### src/rtl/hazard_pkg.sv
// Shared types and widths for the hazard/stall controller.
package hazard_pkg;

    typedef enum logic {
        RUN      = 1'b0,
        MEM_WAIT = 1'b1
    } state_t;

    localparam int REG_IDX_W  = 5;
    localparam int WD_CNT_W   = 16;
    localparam int PERF_CNT_W = 32;

endpackage

### src/rtl/hazard_ldu_cmp.sv
// Combinational load-use comparator: flags an ID source that needs the result of the
// load currently in EX. ZERO_EXCL ignores destination index 0 (hard-wired x0).
module hazard_ldu_cmp
    import hazard_pkg::*;
#(
    parameter bit ZERO_EXCL = 1'b1
) (
    input  logic                 is_load,
    input  logic                 we,
    input  logic [REG_IDX_W-1:0] rd,
    input  logic [REG_IDX_W-1:0] rs1,
    input  logic [REG_IDX_W-1:0] rs2,
    input  logic                 use_rs1,
    input  logic                 use_rs2,
    output logic                 hit
);

    logic rd_live;
    logic src_match;

    assign rd_live   = !ZERO_EXCL || (rd != '0);
    assign src_match = (use_rs1 && (rs1 == rd)) || (use_rs2 && (rs2 == rd));
    assign hit       = is_load && we && rd_live && src_match;

endmodule

### src/rtl/hazard_ctrl.sv
// Pipeline hazard/stall controller: freeze > redirect > load-use > fetch wait.
// Define HAZARD_PERF_CNT_EN to add saturating stall/flush/freeze event counters.
module hazard_ctrl
    import hazard_pkg::*;
#(
    parameter int MEM_TIMEOUT = 256
) (
    input  logic                  clk,
    input  logic                  rst,
    input  logic [REG_IDX_W-1:0]  D_rs1,
    input  logic [REG_IDX_W-1:0]  D_rs2,
    input  logic [REG_IDX_W-1:0]  D_rs1_f,
    input  logic [REG_IDX_W-1:0]  D_rs2_f,
    input  logic                  D_use_rs1,
    input  logic                  D_use_rs2,
    input  logic                  D_use_f,
    input  logic [REG_IDX_W-1:0]  E_rd,
    input  logic [REG_IDX_W-1:0]  E_rd_f,
    input  logic                  E_reg_write_enable,
    input  logic                  E_reg_write_enable_f,
    input  logic                  E_wb_data_sel,
    input  logic                  E_redirect,
    input  logic                  im_ready,
    input  logic                  M_dm_req,
    input  logic                  dm_ready,
    output logic                  pc_stall,
    output logic                  FD_stall,
    output logic                  FD_flush,
    output logic                  DE_stall,
    output logic                  DE_flush,
    output logic                  freeze,
    output logic                  redirect_take,
    output logic                  mem_timeout
`ifdef HAZARD_PERF_CNT_EN
    ,
    output logic [PERF_CNT_W-1:0] perf_stall_cnt,
    output logic [PERF_CNT_W-1:0] perf_flush_cnt,
    output logic [PERF_CNT_W-1:0] perf_freeze_cnt
`endif
);

    localparam logic [WD_CNT_W-1:0] WD_LIMIT = WD_CNT_W'(MEM_TIMEOUT - 1);

    state_t              state_reg, state_next;
    logic                redir_pend_reg, redir_pend_next;
    logic [WD_CNT_W-1:0] wd_cnt_reg, wd_cnt_next;
    logic                wd_hit;
    logic                mem_freeze;
    logic                redir_eff;
    logic                ldu_int, ldu_fp, ldu_any;

    hazard_ldu_cmp #(.ZERO_EXCL(1'b1)) u_ldu_int (
        .is_load (E_wb_data_sel),
        .we      (E_reg_write_enable),
        .rd      (E_rd),
        .rs1     (D_rs1),
        .rs2     (D_rs2),
        .use_rs1 (D_use_rs1),
        .use_rs2 (D_use_rs2),
        .hit     (ldu_int)
    );

    // f0 is an ordinary FP register, so no zero exclusion here.
    hazard_ldu_cmp #(.ZERO_EXCL(1'b0)) u_ldu_fp (
        .is_load (E_wb_data_sel),
        .we      (E_reg_write_enable_f),
        .rd      (E_rd_f),
        .rs1     (D_rs1_f),
        .rs2     (D_rs2_f),
        .use_rs1 (D_use_f),
        .use_rs2 (D_use_f),
        .hit     (ldu_fp)
    );

    assign ldu_any = ldu_int || ldu_fp;

    always_comb begin
        state_next = state_reg;
        mem_freeze = 1'b0;
        case (state_reg)
            RUN: begin
                if (M_dm_req && !dm_ready) begin
                    mem_freeze = 1'b1;
                    state_next = MEM_WAIT;
                end
            end
            MEM_WAIT: begin
                if (dm_ready) state_next = RUN;
                else          mem_freeze = 1'b1;
            end
            default: state_next = RUN;
        endcase
    end

    // A redirect seen while frozen is replayed on the first unfrozen cycle;
    // the frozen EX register still holds the target.
    assign redir_eff       = E_redirect || redir_pend_reg;
    assign redir_pend_next = mem_freeze ? (redir_pend_reg || E_redirect) : 1'b0;

    always_comb begin
        pc_stall      = 1'b0;
        FD_stall      = 1'b0;
        FD_flush      = 1'b0;
        DE_stall      = 1'b0;
        DE_flush      = 1'b0;
        freeze        = 1'b0;
        redirect_take = 1'b0;
        if (!rst) begin
            if (mem_freeze) begin
                freeze = 1'b1;
            end else if (redir_eff) begin
                redirect_take = 1'b1;
                FD_flush      = 1'b1;
                DE_flush      = 1'b1;
            end else if (ldu_any) begin
                pc_stall = 1'b1;
                FD_stall = 1'b1;
                DE_stall = 1'b1;
            end else if (!im_ready) begin
                pc_stall = 1'b1;
                FD_flush = 1'b1;
            end
        end
    end

    always_comb begin
        wd_cnt_next = '0;
        if (state_reg == MEM_WAIT && !dm_ready)
            wd_cnt_next = (wd_cnt_reg == '1) ? wd_cnt_reg : wd_cnt_reg + 1'b1;
    end

    assign wd_hit = (state_reg == MEM_WAIT) && (wd_cnt_reg == WD_LIMIT);

    always_ff @(posedge clk or posedge rst) begin
        if (rst) begin
            state_reg      <= RUN;
            redir_pend_reg <= 1'b0;
            wd_cnt_reg     <= '0;
            mem_timeout    <= 1'b0;
        end else begin
            state_reg      <= state_next;
            redir_pend_reg <= redir_pend_next;
            wd_cnt_reg     <= wd_cnt_next;
            if (wd_hit) mem_timeout <= 1'b1;
        end
    end

`ifdef HAZARD_PERF_CNT_EN
    logic [2:0] perf_ev;
    assign perf_ev = {freeze, DE_flush, DE_stall};

    for (genvar gi = 0; gi < 3; gi++) begin : g_perf
        logic [PERF_CNT_W-1:0] cnt_reg;
        always_ff @(posedge clk or posedge rst) begin
            if (rst)
                cnt_reg <= '0;
            else if (perf_ev[gi] && cnt_reg != '1)
                cnt_reg <= cnt_reg + 1'b1;
        end
    end

    assign perf_stall_cnt  = g_perf[0].cnt_reg;
    assign perf_flush_cnt  = g_perf[1].cnt_reg;
    assign perf_freeze_cnt = g_perf[2].cnt_reg;
`endif

endmodule
### config.mk
export PLATFORM = sky130hd
export DESIGN_NAME = hazard_ctrl
export DESIGN_NICKNAME = d
export VERILOG_FILES = /design/src/rtl/hazard_pkg.sv /design/src/rtl/hazard_ldu_cmp.sv /design/src/rtl/hazard_ctrl.sv
export SDC_FILE = /design/constraint.sdc
export NUM_CORES = 1
export LEC_CHECK = 0
export ABC_AREA = 1
export BUFFER_PORTS_ARGS = -buffer_cell sky130_fd_sc_hd__buf_2
export CAP_MARGIN = 20
export CORE_MARGIN = 4
export CORE_UTILIZATION = 35
export DETAILED_ROUTE_END_ITERATION = 16
export GPL_ROUTABILITY_DRIVEN = 0
export PLACE_DENSITY = 0.56
export SETUP_SLACK_MARGIN = 0.1
export SLEW_MARGIN = 5
export SYNTH_ARGS = -nofsm -noshare
export SYNTH_HDL_FRONTEND = slang
export SYNTH_SLANG_ARGS = --single-unit
### constraint.sdc
create_clock -name clk -period 1.6 [get_ports clk]
set_clock_uncertainty 0.1 [all_clocks]
set_input_delay 0.16 -clock clk [delete_from_list [all_inputs] [get_ports clk]]
set_output_delay 0.16 -clock clk [all_outputs]
set_load 0.01 [all_outputs]
==> summary.json, run 1 <==
{
  "critical_path_peak_fanout": 3,
  "clk_path_buf_depth": 2,
  "power.combinational.fraction_pct": 20.6,
  "report.power.total_uw": 1040,
  "grt_setup_unrepaired": "true",
  "cts_buffers": 3,
  "finalCriticalPeriod_ns": 1.55,
  "gate_count_of_the_mapped_netlist": 247,
  "cts.clk_slew.worst_paths_ns": 0.07,
  "io_buffer_count": 49,
  "dieArea_um2": 5520,
  "synth_commonest_cells": "82 x nand2_1, 43 x inv_1, 24 x nor2_1, 21 x nand3_1, 19 x dfrtp_1",
  "wl_per_cell_um": 11.4,
  "first_pass_iters": 4,
  "yosys.cell_types.count": 31,
  "max_clock_freq_mhz": 646,
  "critical_path.reg2reg.startpoint": "wd_cnt_reg[0]",
  "p_switching_uw": 289,
  "placement_rows": 23,
  "final_antenna_diode_count": 0,
  "seq_power_share_pct": 46.9,
  "floorplan.initialDensity_pct": 37.4,
  "hold_path_startpoint": "E_redirect",
  "detailedRoute.firstIterationViolations": 42,
  "synth.avg_cell_area_um2": 6.23,
  "drv_cap": 0,
  "slew_headroom_pct": 72.7,
  "max-vdd-ir-drop_v": 0.000362,
  "worstMarginPinSlew_ns": 0.406,
  "power.clock.fraction_pct": 32.5,
  "layout.nets": 355,
  "layout-drive-gt1-share_pct": 34.7,
  "postSynthRegisterBits": 19,
  "postLayoutCellArea_um2": 2130,
  "vias_per_cell": 4.67,
  "setup.worst_path.end_class": "output port",
  "yosysSeqAreaShare_pct": 30.9,
  "tns_ns": 0,
  "p_sw_share_pct": 27.7,
  "synthesis_to_finish_area_growth_pct": 38.8,
  "timing.final.hold_violations": 0,
  "drc_errors": 0,
  "setup.worst_path.class": "register to output port",
  "finish.cell_count_without_fillers": 361,
  "clock_tree_sinks": 19,
  "ranking_of_synthesized_cells_by_area": "dfrtp_1 31%, nand2_1 20%, inv_1 10%, nand3_1 6.8%, nor2_1 5.9%",
  "overflow": 0,
  "synth_top_flop_cell": "dfrtp_1",
  "number_of_synthesized_flops_with_an_enable_pin": 0,
  "power_per_cell_area_nw_per_um2": 489,
  "utilization_pct": 51.9,
  "global_route_wire_length_before_repair_mm": 6.61,
  "clkLatencyLatePin_ns": 0.26,
  "dominant_cell_by_count_in_the_synthesized_netlist": "nand2_1",
  "die_height_um": 74.3,
  "largest_reg_flops": 16,
  "clock_tree_from_tritoncts": "built",
  "core_um2": 4120,
  "fraction_of_registers_with_async_set_or_reset_after_synthesis_pct": 100,
  "maximum_number_of_pins_on_one_net_before_global_route_repair": 20,
  "synth_top_area_cell": "dfrtp_1",
  "report.final.setup_viol": 0,
  "routed-via-count": 1686,
  "startpoint": "state_reg",
  "run_status": "complete, no violations",
  "worstPathArrival_ns": 1.29,
  "hold_path_class": "input pin to register",
  "syn_nets": 290,
  "dpl_cell_area_um2": 1880,
  "fp.dieW_um": 74.3,
  "io_pins": 50,
  "post-route-period-util_pct": 96.7,
  "power.static_leakage_uw": 0.00120,
  "cell_internal_pwr_uw": 756,
  "hpwlAfterDp_mm": 3.22,
  "htreeDepth": 1,
  "cp-start-kind": "register",
  "routed_antenna_nets": 0,
  "post-synth-top-area-fraction_pct": 30.9,
  "finalWirelength_mm": 4.11,
  "post_synth_instance_area_um2": 1540,
  "worst_ep_required_time_ns": 1.34,
  "finalMaxSlewViolations": 0,
  "antenna_violations_before_repair": 0,
  "via_count_of_the_first_global_routing_pass": 1576,
  "yosysWarningCount": 0,
  "global_route.usage.total_pct": 15.3,
  "clock_tree.root_cell": "clkbuf_8",
  "placed_cells_incl_taps": 350
}
logic make-up after synthesis:
kind of cell	after synthesis	synth area share, %
buffers and inverters	48	12.5
AND/OR/NAND/NOR	157	46.5
adder cells (fa/ha/maj)	1	0.814
XOR/XNOR	5	2.85
AO/OA/AOI/OAI	17	6.43
flip-flops	19	30.9
cells in the final DEF (no fill, tap or decap), types with 2 or more instances in the layout:
cell / netlist / layout
a21oi_2: 0 / 2
o21ai_2: 1 / 5
nor3_1: 6 / 4
nor3_4: 0 / 2
buf_4: 3 / 11
o21ai_0: 4 / 4
nor2_1: 24 / 23
nand2_4: 1 / 2
nor4_1: 2 / 2
nand2_2: 2 / 8
dfrtp_1: 19 / 18
xor2_1: 2 / 2
nand3_2: 1 / 4
nand3_1: 21 / 17
nand4_1: 5 / 5
nor2_2: 3 / 2
buf_2: 1 / 49
nor2_4: 3 / 5
xnor2_1: 3 / 3
nor3_2: 2 / 2
inv_1: 43 / 41
a31oi_1: 4 / 4
nand2_1: 82 / 75
buf_6: 0 / 3
clkbuf_8: 0 / 3
repair_timing:
action                                  4_1_cts  5_1_grt
endpoints found under the setup margin       20       24
cloned                                        0        0
pin swaps                                     2        9
buffers inserted                              2        5
endpoints found under the hold margin        19        0
gates resized for setup                       5       32
hold buffers                                  1        0
worst max-delay path: stages, from the launching register on:
cell	delay, ns
dfrtp_1	0.39
o21ai_2	0.15
nand2_2	0.10
nor3_4	0.12
nand2_1	0.09
nand2_1	0.06
buf_2	0.12
layer usage:
layer / up-vias / GRT usage, % / wire length, µm
li1: 900 / - / -
met1: 743 / 19.2 / 1800
met2: 38 / 26.2 / 1970
met3: 5 / 3.38 / 287
met4: 0 / 4.74 / 44
met5: - / 0 / 0
metrics by stage:
step / setup WS [ns] / hold WS (ns)
3_3_place_gp: 0.0721 / 0.138
4_1_cts: 0.0455 / 0.0857
3_5_place_dp: 0.0339 / 0.139
6_report: 0.0521 / 0.116
2_1_floorplan: 0.151 / -0.0895
5_1_grt: -0.0492 / 0.139
power groups by stage:
| stage | logic [µW] | clock network, µW | registers, µW |
|---|---|---|---|
| final | 215 | 339 | 490 |
| after detailed placement | 198 | 0 | 497 |
| after global placement | 196 | 0 | 497 |
| after global routing | 249 | 369 | 491 |
| after CTS | 206 | 347 | 489 |
| after floorplan | 106 | 0 | 497 |
worst paths after layout:
kind / endpoint / cells past startpoint / slack [ns]
worst min-delay path: redir_pend_reg / 3 / 0.12
worst max register to register: wd_cnt_reg[1] / 8 / 0.08
max in group asynchronous: wd_cnt_reg[10] / 4 / 0.78
worst max-delay path: pc_stall / 6 / 0.05
worst min register to register: mem_timeout / 1 / 0.40
min in group asynchronous: wd_cnt_reg[0] / 4 / 0.40
cell type report:
class	instances	area, µm²
Tap cell	50	62.6
Inverter	44	169
Clock inverter	1	5.00
Multi-Input combinational cell	180	1010
Fill cell	441	1980
Clock buffer	3	41.3
Timing Repair Buffer	64	372
Sequential cell	19	477
(Power assumes the default switching activity.)
==> inputs of run 2 (changes only) <==
Clock period 1.6 ns to 1.8 ns, I/O delays scaled along.
==> summary.json, run 2 (synthesis results as in run 1) <==
{
  "routed-via-count": 1626,
  "report.final.setup_viol": 0,
  "dp_worst_setup_slack_ns": 0.0735,
  "detailedRoute.firstIterationViolations": 38,
  "clock_tree_sinks": 19,
  "tns_ns": 0,
  "global_route.usage.total_pct": 14.2,
  "placed_cells_incl_taps": 346,
  "rr_worst_depth": 8,
  "setup.worst_path.class": "register to output port",
  "count_of_filler_cells_inserted_in_the_layout": 446,
  "antenna_violations_before_repair": 0,
  "via_count_of_the_first_global_routing_pass": 1443,
  "max-vdd-ir-drop_v": 0.000449,
  "critical_path_peak_fanout": 3,
  "placement_rows": 23,
  "floorplan.initialDensity_pct": 37.4,
  "run_status": "complete, no violations",
  "post-route-period-util_pct": 90.0,
  "finalWirelength_mm": 3.86,
  "critical-path-slowest-cell": "dfrtp_1",
  "io_pins": 50,
  "htreeDepth": 1,
  "first_pass_iters": 4,
  "clk_path_buf_depth": 2,
  "worstPathCellList": "o21ai_2 -> nand2_2 -> nor3_2 -> nand2_1 -> inv_1 -> buf_2",
  "global_route_wire_length_before_repair_mm": 6.12,
  "utilization_pct": 47.5,
  "layout-drive-gt1-share_pct": 26.3,
  "ff2ff_setup_slack_ns": 0.24,
  "slew_headroom_pct": 81.5,
  "power_per_cell_area_nw_per_um2": 469,
  "finalHoldWorstSlack_ns": 0.122,
  "cts_buffers": 3,
  "power.static_leakage_uw": 0.00113,
  "vias_per_cell": 4.59,
  "mostFrequentLayoutCell": "nand2_1",
  "clkLatencyLatePin_ns": 0.26,
  "slowest_delay_ns": 0.39,
  "timing.final.hold_violations": 0,
  "hold_path_class": "input pin to register",
  "synthesis_to_finish_area_growth_pct": 27.2,
  "clock_tree.root_cell": "clkbuf_8",
  "worstPathArrival_ns": 1.34,
  "power.clock.fraction_pct": 33.1,
  "drv_cap": 0,
  "core_um2": 4120,
  "hpwlAfterDp_mm": 3.17,
  "finalCriticalPeriod_ns": 1.62,
  "layout.nets": 348,
  "p_sw_share_pct": 27.4,
  "final_antenna_diode_count": 0,
  "p_switching_uw": 251,
  "max_clock_freq_mhz": 617,
  "fp.dieW_um": 74.3,
  "cts.clk_slew.worst_paths_ns": 0.07,
  "finalMaxSlewViolations": 0,
  "maximum_number_of_pins_on_one_net_before_global_route_repair": 20,
  "drc_errors": 0,
  "hold_depth": 3,
  "wl_per_cell_um": 10.9,
  "cp-start-kind": "register",
  "setup.worst_path.end_class": "output port",
  "largest_reg_flops": 16,
  "power.combinational.fraction_pct": 19.5,
  "clock_tree_from_tritoncts": "built",
  "worst_ep_required_time_ns": 1.52,
  "seq_power_share_pct": 47.4,
  "worstMarginPinSlew_ns": 0.277,
  "dieArea_um2": 5520,
  "overflow": 0,
  "finish.cell_count_without_fillers": 354,
  "layout.cells.most_common_list": "81 x nand2_1, 49 x buf_2, 43 x inv_1, 23 x nor2_1, 21 x nand3_1",
  "grt_setup_unrepaired": "true",
  "die_height_um": 74.3,
  "io_buffer_count": 49,
  "final.setup.worst_slack_ns": 0.180,
  "routed_antenna_nets": 0,
  "cell_internal_pwr_uw": 665
}
-- run 2: critical path, delay by kind of cell (launching register included) --
family | cells | cell delay (ns)
flops | 1 | 0.39
simple gates | 3 | 0.33
buf+inv | 2 | 0.19
compound gates | 1 | 0.17
-- run 2: area by class of cell --
| cell class | count | area [µm²] | share of cell area (%) |
|---|---|---|---|
| Multi-Input combinational cell | 180 | 898 | 45.9 |
| Sequential cell | 19 | 475 | 24.3 |
| Timing Repair Buffer | 57 | 308 | 15.7 |
| Inverter | 44 | 165 | 8.45 |
| Tap cell | 50 | 62.6 | 3.20 |
| Clock buffer | 3 | 41.3 | 2.11 |
| Clock inverter | 1 | 5.00 | 0.256 |
-- run 2: what timing repair did --
| action | 4_1_cts | 5_1_grt |
|---|---|---|
| hold endpoints to repair | 19 | 0 |
| hold buffers | 1 | 0 |
| setup buffers | 2 | 1 |
| resized for setup | 2 | 5 |
| pin swaps | 0 | 3 |
| endpoints found under the setup margin | 9 | 13 |
-- run 2: layer usage --
metal  share of wire, %  GRT usage, %
met5                  0             0
met4                1.2          4.74
met3                8.0          2.03
met2                 46          26.0
met1                 44          17.0
-- run 2: path summary, 6_finish.rpt --
check,from,endpoint
setup / recovery,state_reg,DE_stall
hold / removal,E_redirect,redir_pend_reg
setup reg to reg,wd_cnt_reg[0],wd_cnt_reg[14]
hold reg to reg,mem_timeout,mem_timeout
max in group asynchronous,rst,wd_cnt_reg[0]
min in group asynchronous,rst,wd_cnt_reg[13]
-- run 2: power by group through the flow --
| stage | Clock [µW] | Sequential (µW) | Combinational, µW |
|---|---|---|---|
| global route | 327 | 435 | 207 |
| detailed placement | 0 | 442 | 176 |
| floorplan | 0 | 442 | 93.8 |
| finish | 304 | 435 | 178 |
| global placement | 0 | 442 | 175 |
| CTS | 313 | 435 | 180 |
-- run 2: through the flow --
| stage | instance area [µm²] | power [µW] |
|---|---|---|
| after global routing | 1960 | 970 |
| after global placement | 1850 | 617 |
| after floorplan | 1540 | 536 |
| final | 1960 | 917 |
| after detailed placement | 1850 | 619 |
| after CTS | 1930 | 928 |
